[config.mk]
export PLATFORM = sky130hd
export DESIGN_NAME = star_scanner
export DESIGN_NICKNAME = d
export VERILOG_FILES = /design/src/rtl/star_scanner.sv
export SDC_FILE = /design/constraint.sdc
export NUM_CORES = 1
export LEC_CHECK = 0
export ABC_AREA = 1
export CAP_MARGIN = 10
export CORE_MARGIN = 10
export CORE_UTILIZATION = 59
export CTS_CLUSTER_DIAMETER = 60
export CTS_CLUSTER_SIZE = 25
export DETAILED_ROUTE_END_ITERATION = 6
export GPL_TIMING_DRIVEN = 0
export PLACE_DENSITY = 0.85
export SETUP_SLACK_MARGIN = 0.02
export SYNTH_ARGS = -nofsm -noshare
export SYNTH_HDL_FRONTEND = slang
export SYNTH_SLANG_ARGS = --single-unit
[constraint.sdc]
create_clock -name clk -period 4.14 [get_ports clk]
set_input_delay 0.828 -clock clk [delete_from_list [all_inputs] [get_ports clk]]
set_output_delay 0.828 -clock clk [all_outputs]
set_load 0.01 [all_outputs]
[src/rtl/star_scanner.sv]
// Raster reader: walks the 160x120 image memory, reports each STAR_COL pixel and waits for ack.
// Optional STAR_COUNT_EN adds a saturating per-frame hit counter on starCount.
module star_scanner #(
  parameter int XSZ   = 8,
  parameter int YSZ   = 7,
  parameter int COLSZ = 3,
  parameter int XMAX  = 160,
  parameter int YMAX  = 120,
  parameter logic [COLSZ-1:0] STAR_COL = 3'b111
) (
  input  logic             clk,
  input  logic             resetn,
  input  logic             go,
  input  logic             ack,
  output logic [14:0]      rdAddr,
  output logic             rdEn,
  input  logic [COLSZ-1:0] rdData,
  output logic [XSZ-1:0]   xOut,
  output logic [YSZ-1:0]   yOut,
  output logic             starFound,
`ifdef STAR_COUNT_EN
  output logic [15:0]      starCount,
`endif
  output logic             scanDone
);

  typedef enum logic [1:0] {IDLE, SCAN, FOUND, DONE} state_t;

  localparam logic [XSZ-1:0] XLAST = XSZ'(XMAX - 1);
  localparam logic [YSZ-1:0] YLAST = YSZ'(YMAX - 1);

  state_t           r_state;
  state_t           w_next;
  logic [XSZ-1:0]   r_xc;
  logic [YSZ-1:0]   r_yc;
  logic             r_exh;
  logic             r_pv;
  logic [XSZ-1:0]   r_px;
  logic [YSZ-1:0]   r_py;
  logic [XSZ-1:0]   r_xout;
  logic [YSZ-1:0]   r_yout;

  logic             w_issue;
  logic             w_hit;
  logic             w_start;
  logic [XSZ-1:0]   w_bx;
  logic [YSZ-1:0]   w_by;
  logic             w_wrap;
  logic             w_end;
  logic [XSZ-1:0]   w_nx;
  logic [YSZ-1:0]   w_ny;
  logic [14:0]      w_y15;

  assign w_issue = (r_state == SCAN) && !r_exh;
  assign w_hit   = (r_state == SCAN) && r_pv && (rdData == STAR_COL);
  assign w_start = (r_state == IDLE) && go;

  // On a hit the counter restarts just after the hit pixel; the read issued alongside is dropped.
  assign w_bx   = w_hit ? r_px : r_xc;
  assign w_by   = w_hit ? r_py : r_yc;
  assign w_wrap = (w_bx == XLAST);
  assign w_end  = w_wrap && (w_by == YLAST);
  assign w_nx   = w_wrap ? '0 : w_bx + 1'b1;
  assign w_ny   = w_wrap ? w_by + 1'b1 : w_by;

  always_ff @(posedge clk or negedge resetn) begin
    if (!resetn) begin
      r_state <= IDLE;
    end else begin
      r_state <= w_next;
    end
  end

  always_comb begin
    w_next = r_state;
    case (r_state)
      IDLE:    if (go) w_next = SCAN;
      SCAN: begin
        if (w_hit)      w_next = FOUND;
        else if (r_exh) w_next = DONE;
      end
      FOUND:   if (ack) w_next = r_exh ? DONE : SCAN;
      DONE:    if (!go) w_next = IDLE;
      default: w_next = IDLE;
    endcase
  end

  always_comb begin
    w_y15     = 15'(r_yc);
    rdAddr    = (w_y15 << 7) + (w_y15 << 5) + 15'(r_xc);
    rdEn      = w_issue;
    starFound = (r_state == FOUND);
    scanDone  = (r_state == DONE);
    xOut      = r_xout;
    yOut      = r_yout;
  end

  always_ff @(posedge clk or negedge resetn) begin
    if (!resetn) begin
      r_xc   <= '0;
      r_yc   <= '0;
      r_exh  <= 1'b0;
      r_pv   <= 1'b0;
      r_px   <= '0;
      r_py   <= '0;
      r_xout <= '0;
      r_yout <= '0;
    end else begin
      r_pv <= w_issue && !w_hit;
      if (w_issue) begin
        r_px <= r_xc;
        r_py <= r_yc;
      end
      if (w_start) begin
        r_xc  <= '0;
        r_yc  <= '0;
        r_exh <= 1'b0;
      end else if (w_hit || w_issue) begin
        r_exh <= w_end;
        if (!w_end) begin
          r_xc <= w_nx;
          r_yc <= w_ny;
        end
      end
      if (w_hit) begin
        r_xout <= r_px;
        r_yout <= r_py;
      end
    end
  end

`ifdef STAR_COUNT_EN
  logic [15:0] r_count;

  always_ff @(posedge clk or negedge resetn) begin
    if (!resetn) begin
      r_count <= '0;
    end else if (w_start) begin
      r_count <= '0;
    end else if (w_hit && (r_count != 16'hFFFF)) begin
      r_count <= r_count + 16'd1;
    end
  end

  assign starCount = r_count;
`endif

endmodule
Word level (Yosys, flattened, before mapping)

Index checks and enable logic that the tools add are counted.

$add $sub $neg: 4
Equality and inequality tests: 11
Mux-type cells: 19
Reduce and logical (&&, ||, !) cells: 13

Operators by type and width:

| kind                                                                  | number |
|---|---|
| 8-bit two-way mux                                                     | 5 |
| 7-bit two-way mux                                                     | 5 |
| 14-bit by 12-bit adder with 15-bit output                             | 1 |
| 15-bit by 8-bit adder with 15-bit output                              | 1 |
| 2-bit two-way mux                                                     | 6 |
| 8-bit by 1-bit adder with 8-bit output, second input constant         | 1 |
| 8-bit equality test, second input constant                            | 1 |
| 2-bit inequality test, second input constant                          | 4 |
| 2-bit one-hot mux with 4 select lines                                 | 1 |
| 7-bit by 1-bit adder with 7-bit output, second input constant         | 1 |
| 7-bit equality test, second input constant                            | 1 |
| 1-bit logical AND                                                     | 6 |
| 2-bit equality test, second input constant                            | 2 |
| 4-bit AND reduction                                                   | 1 |
| 3-bit equality test, second input constant                            | 1 |
| 3-bit inequality test, second input constant                          | 1 |
| 2-bit by 1-bit equality test with 1-bit output, second input constant | 1 |
| 1-bit logical NOT                                                     | 2 |
| 2-bit logical NOT                                                     | 1 |
| 1-bit two-way mux                                                     | 2 |
| 2-bit AND reduction                                                   | 1 |
| 2-bit nonzero test                                                    | 1 |
| 1-bit logical OR                                                      | 1 |

Register bits after elaboration: 49
Output and inout bits: 33
Logic and storage cells: 56

Depth between registers and ports, before layout

Word-level depth: 9
Gate-level depth with buffers: 17

Worst setup path before layout

OpenSTA, ideal clock, no wires.

Path type: register to output
From: register r_yc[0]
To: output port rdAddr[14]
Arrival time: 2.208 ns
Data required time: 3.312 ns
Setup slack: 1.104 ns
Stages on the path, launching flop included: 9
Path buffers: 0
Cell sequence: dfrtp_1 inv_1 fa_1 fa_1 o21ai_0 a21oi_1 o21bai_1 a21oi_1 nor2_1

Word-level cells in the longest chain between the ends: 2

RTL lines:

| what                                      | line | RTL |
|---|---|---|
| start, declared                           | 35   | `logic [YSZ-1:0] r_yc;` |
| start signal, assigned                    | 122  | `r_yc <= w_ny;` |
| 14-bit by 12-bit adder with 15-bit output | 90   | `rdAddr = (w_y15 << 7) + (w_y15 << 5) + 15'(r_xc);` |
| 15-bit by 8-bit adder with 15-bit output  | 90   |  |
| end, declared                             | 15   | `output logic [14:0] rdAddr,` |

Every way passes these cells.

Worst setup path after layout

Ends and elaborated chain as after synthesis.

==> summary.txt <==
Synth
  – Seq/Total Area, Yosys: about two fifths
  – Ys async rst share: 100%
  – Post-synthesis cell type count: 34
  – Synthesized area: 2940 um^2
  – Synthesized Nets: 394
  – Yosys top cell area share: 41.7%
  – Synth Instances: 370
  – Ranking of synthesized cells by area: dfrtp_1 (42%), nand2_1 (15%), ha_1 (6.4%)
  – Post-synth EDFFs: 0
  – Syn Area/Cell: approximately 8 um^2
  – Top cells by count, synth: nand2_1 (115), dfrtp_1 (49), inv_1 (46)
  – Most common cell in the synthesized netlist: nand2_1
  – Most used DFF post-synth: dfrtp_1
  – Area leader, netlist: dfrtp_1
  – Synth warn: 0
  – FF+latch count, synth: 49

Global route
  – Initial antenna violation count: 0
  – GRT Total Usage: between 15 and 20%
  – First-pass GRT wire length: ~12,000 um
  – Number of global-route vias before repair: about 2,400
  – Largest net degree at the start of global routing: 29
  – Remaining Overflow, GRT: 0

STA
  – Final WS setup: roughly 240 ps
  – RSZ-0062 raised after global routing: false
  – Slew headroom: 58.1%
  – Final setup violation count: 0
  – Layout Skew: 3.81 ps
  – Final Max Tran Viols: 0
  – F_max: approximately 260 MHz
  – Final Hold Viols: 0
  – Fin crit period: around 4000 ps
  – Final setup TNS: 0 ps
  – Final worst-path cycle share: between 90% and 100%
  – Pin slew with the least headroom to its limit: 629 ps

Critical path
  – CP max FO: 5
  – Crit path kind: reg2out
  – Worst endpoint required time: approximately 3300 ps
  – Crit path launch type: flip-flop
  – Data arrival, critical path: 3080 ps
  – CP peak stage delay: about 540 ps
  – Crit. End Element: output pin
  – Worst path slowest cell: clkdlybuf4s50_1
  – Cell Chain, Critical Path: inv_1 > fa_1 > fa_1 > o21ai_1 > a21oi_1 > o21bai_1 > a21oi_1 > nor2_1 > clkdlybuf4s50_1

Floorplan
  – Die Y: a little over 90 um
  – DIE AREA: just over 8000 um^2
  – Number of I/O pins: 40
  – Chip width: a little over 90 um
  – Row cnt: 25
  – Core ar.: 4790 um^2
  – Starting density of the core: about 61%

Power
  – PwrDens: roughly 460 nW/um^2
  – IR drop worst, VDD: ~0.31 mV
  – P_leak: ~1.8 nW

Outcome
  – Status: complete, no violations

Clock tree
  – CTS Buf Count: 5
  – CTS Root Cell: clkbuf_8
  – Clk pin slew, worst setup/hold paths: around 90 ps
  – CTS Buffer Depth: 2
  – Post-CTS Hold Fix Bufs: 0
  – Htree depth: 2
  – CTS tree: built
  – Clock Sinks: just under 50
  – Clk_lat worst skew: ~300 ps

Cells and area
  – Fillers: 373
  – Synthesis-to-layout area growth: 21.0%
  – Nets: between 400 and 500
  – Core Util, Final: 74.3%
  – Antenna cells: 0
  – Layout cells sized above 1: around 11%

Drt
  – Antenna viol nets, final: 0
  – Drt total wl: between 6000 and 7000 um
  – DR DRC count: 0
  – Wire length per cell: around 14 um
  – Drt pass-1 iters: 4
  – DR vias: 2,524
  – DR iter-0 viols: 183
  – Via density: between 5 and 6

Place
  – Gpl congestion: approximately 0.91
  – DP Worst Slack: 473 ps
  – Port Buffers: 39
  – Detail Placement HPWL: around 5200 um

Flow run
  – Max cap viols: 0

Hold path
  – Hold Crit Class: reg2reg
worst paths after layout:
kind	startpoint	to	slack (ps)	cells past startpoint
max in group asynchronous	resetn	r_yc[2]$_DFFE_PN0P_	3070	2
worst min-delay path	yOut[2]$_DFFE_PN0N_	yOut[2]$_DFFE_PN0N_	480	2
worst max register to register	r_pv$_DFF_PN0_	r_yc[5]$_DFFE_PN0P_	1650	17
min in group asynchronous	resetn	yOut[5]$_DFFE_PN0N_	540	1
worst min register to register	yOut[2]$_DFFE_PN0N_	yOut[2]$_DFFE_PN0N_	480	2
worst max-delay path	r_yc[0]$_DFFE_PN0P_	rdAddr[14]	240	9
routing by layer:
layer	wire, um	track usage [%]	share of wire [%]
met3	449	3.82	6.7
met1	3050	22.1	46
met5	0	0	0
met2	3090	26.9	46
met4	96	5.31	1.4
worst max-delay path: cells and delay by family, from the launching register on:
family | cells | cell delay, ps
adder cells (fa/ha/maj) | 2 | 990
buffers and inverters | 2 | 630
AO/OA/AOI/OAI | 4 | 610
flip-flops | 1 | 460
AND/OR/NAND/NOR | 1 | 90
per-stage QoR:
step	hold slack, ps	cells	total power, mW	instance area (um^2)
6_report	477	485	1.64	3560
5_1_grt	509	485	1.75	3560
4_1_cts	480	485	1.64	3560
3_5_place_dp	459	477	1.29	3440
3_3_place_gp	454	476	1.26	3410
2_1_floorplan	442	370	1.05	2940
layout by cell type, fill, tap and decap left out, types with 2 or more instances in the layout:
cell and instances:
nand3_2 3, a21oi_1 9, ha_1 15, clkdlybuf4s50_1 38, nand4_1 3, fa_1 2
nand2_1 115, buf_4 5, inv_1 46, clkbuf_1 4, nand2_2 8, nand3_1 22
o211ai_1 2, o21ai_0 27, nor2_4 2, xor2_1 8, nor2_2 4, nand2_4 2
nor2_1 14, xnor2_1 2, o21ai_1 8, a211oi_1 2, buf_2 2, clkbuf_8 6
inv_2 5, buf_6 3, dfrtp_1 49
area by class of cell:
class | count | area, um^2 | area share [%]
inverter | 51 | 191 | 5.38
tap | 67 | 83.8 | 2.36
clock inverter | 2 | 37.5 | 1.06
buffer | 14 | 111 | 3.13
sequential | 49 | 1230 | 34.5
clock buffer | 6 | 82.6 | 2.32
timing repair buffer | 40 | 413 | 11.6
multi-input combinational | 256 | 1410 | 39.7
flip-flops by register name (all words and copies together), names as in the netlist:
| signal | count |
|---|---|
| xOut | 8 |
| r_yc | 7 |
| r_py | 7 |
| r_px | 8 |
| r_exh | 1 |
| r_pv | 1 |
| r_xc | 8 |
| yOut | 7 |
| r_state | 2 |
logic make-up after synthesis:
group / after synthesis / synth area share, %
adder cells (fa/ha/maj): 17 / 7.75
AND/OR/NAND/NOR: 176 / 27.1
flip-flops: 49 / 41.7
XOR/XNOR: 10 / 2.98
buffers and inverters: 65 / 10.3
AO/OA/AOI/OAI: 53 / 10.2
power by group:
group	internal, mW	switching (mW)	total [mW]
clock	0.196	0.158	0.355
sequential	0.567	0.0660	0.633
combinational	0.267	0.380	0.647
total	1.03	0.605	1.64
what timing repair did:
item / in CTS / in global routing
setup buffers: 0 / 0
endpoints found under the hold margin: 0 / 0
setup endpoints to repair: 0 / 2
resized for setup: 0 / 1
Note: power is estimated with default switching activity, not from simulation.
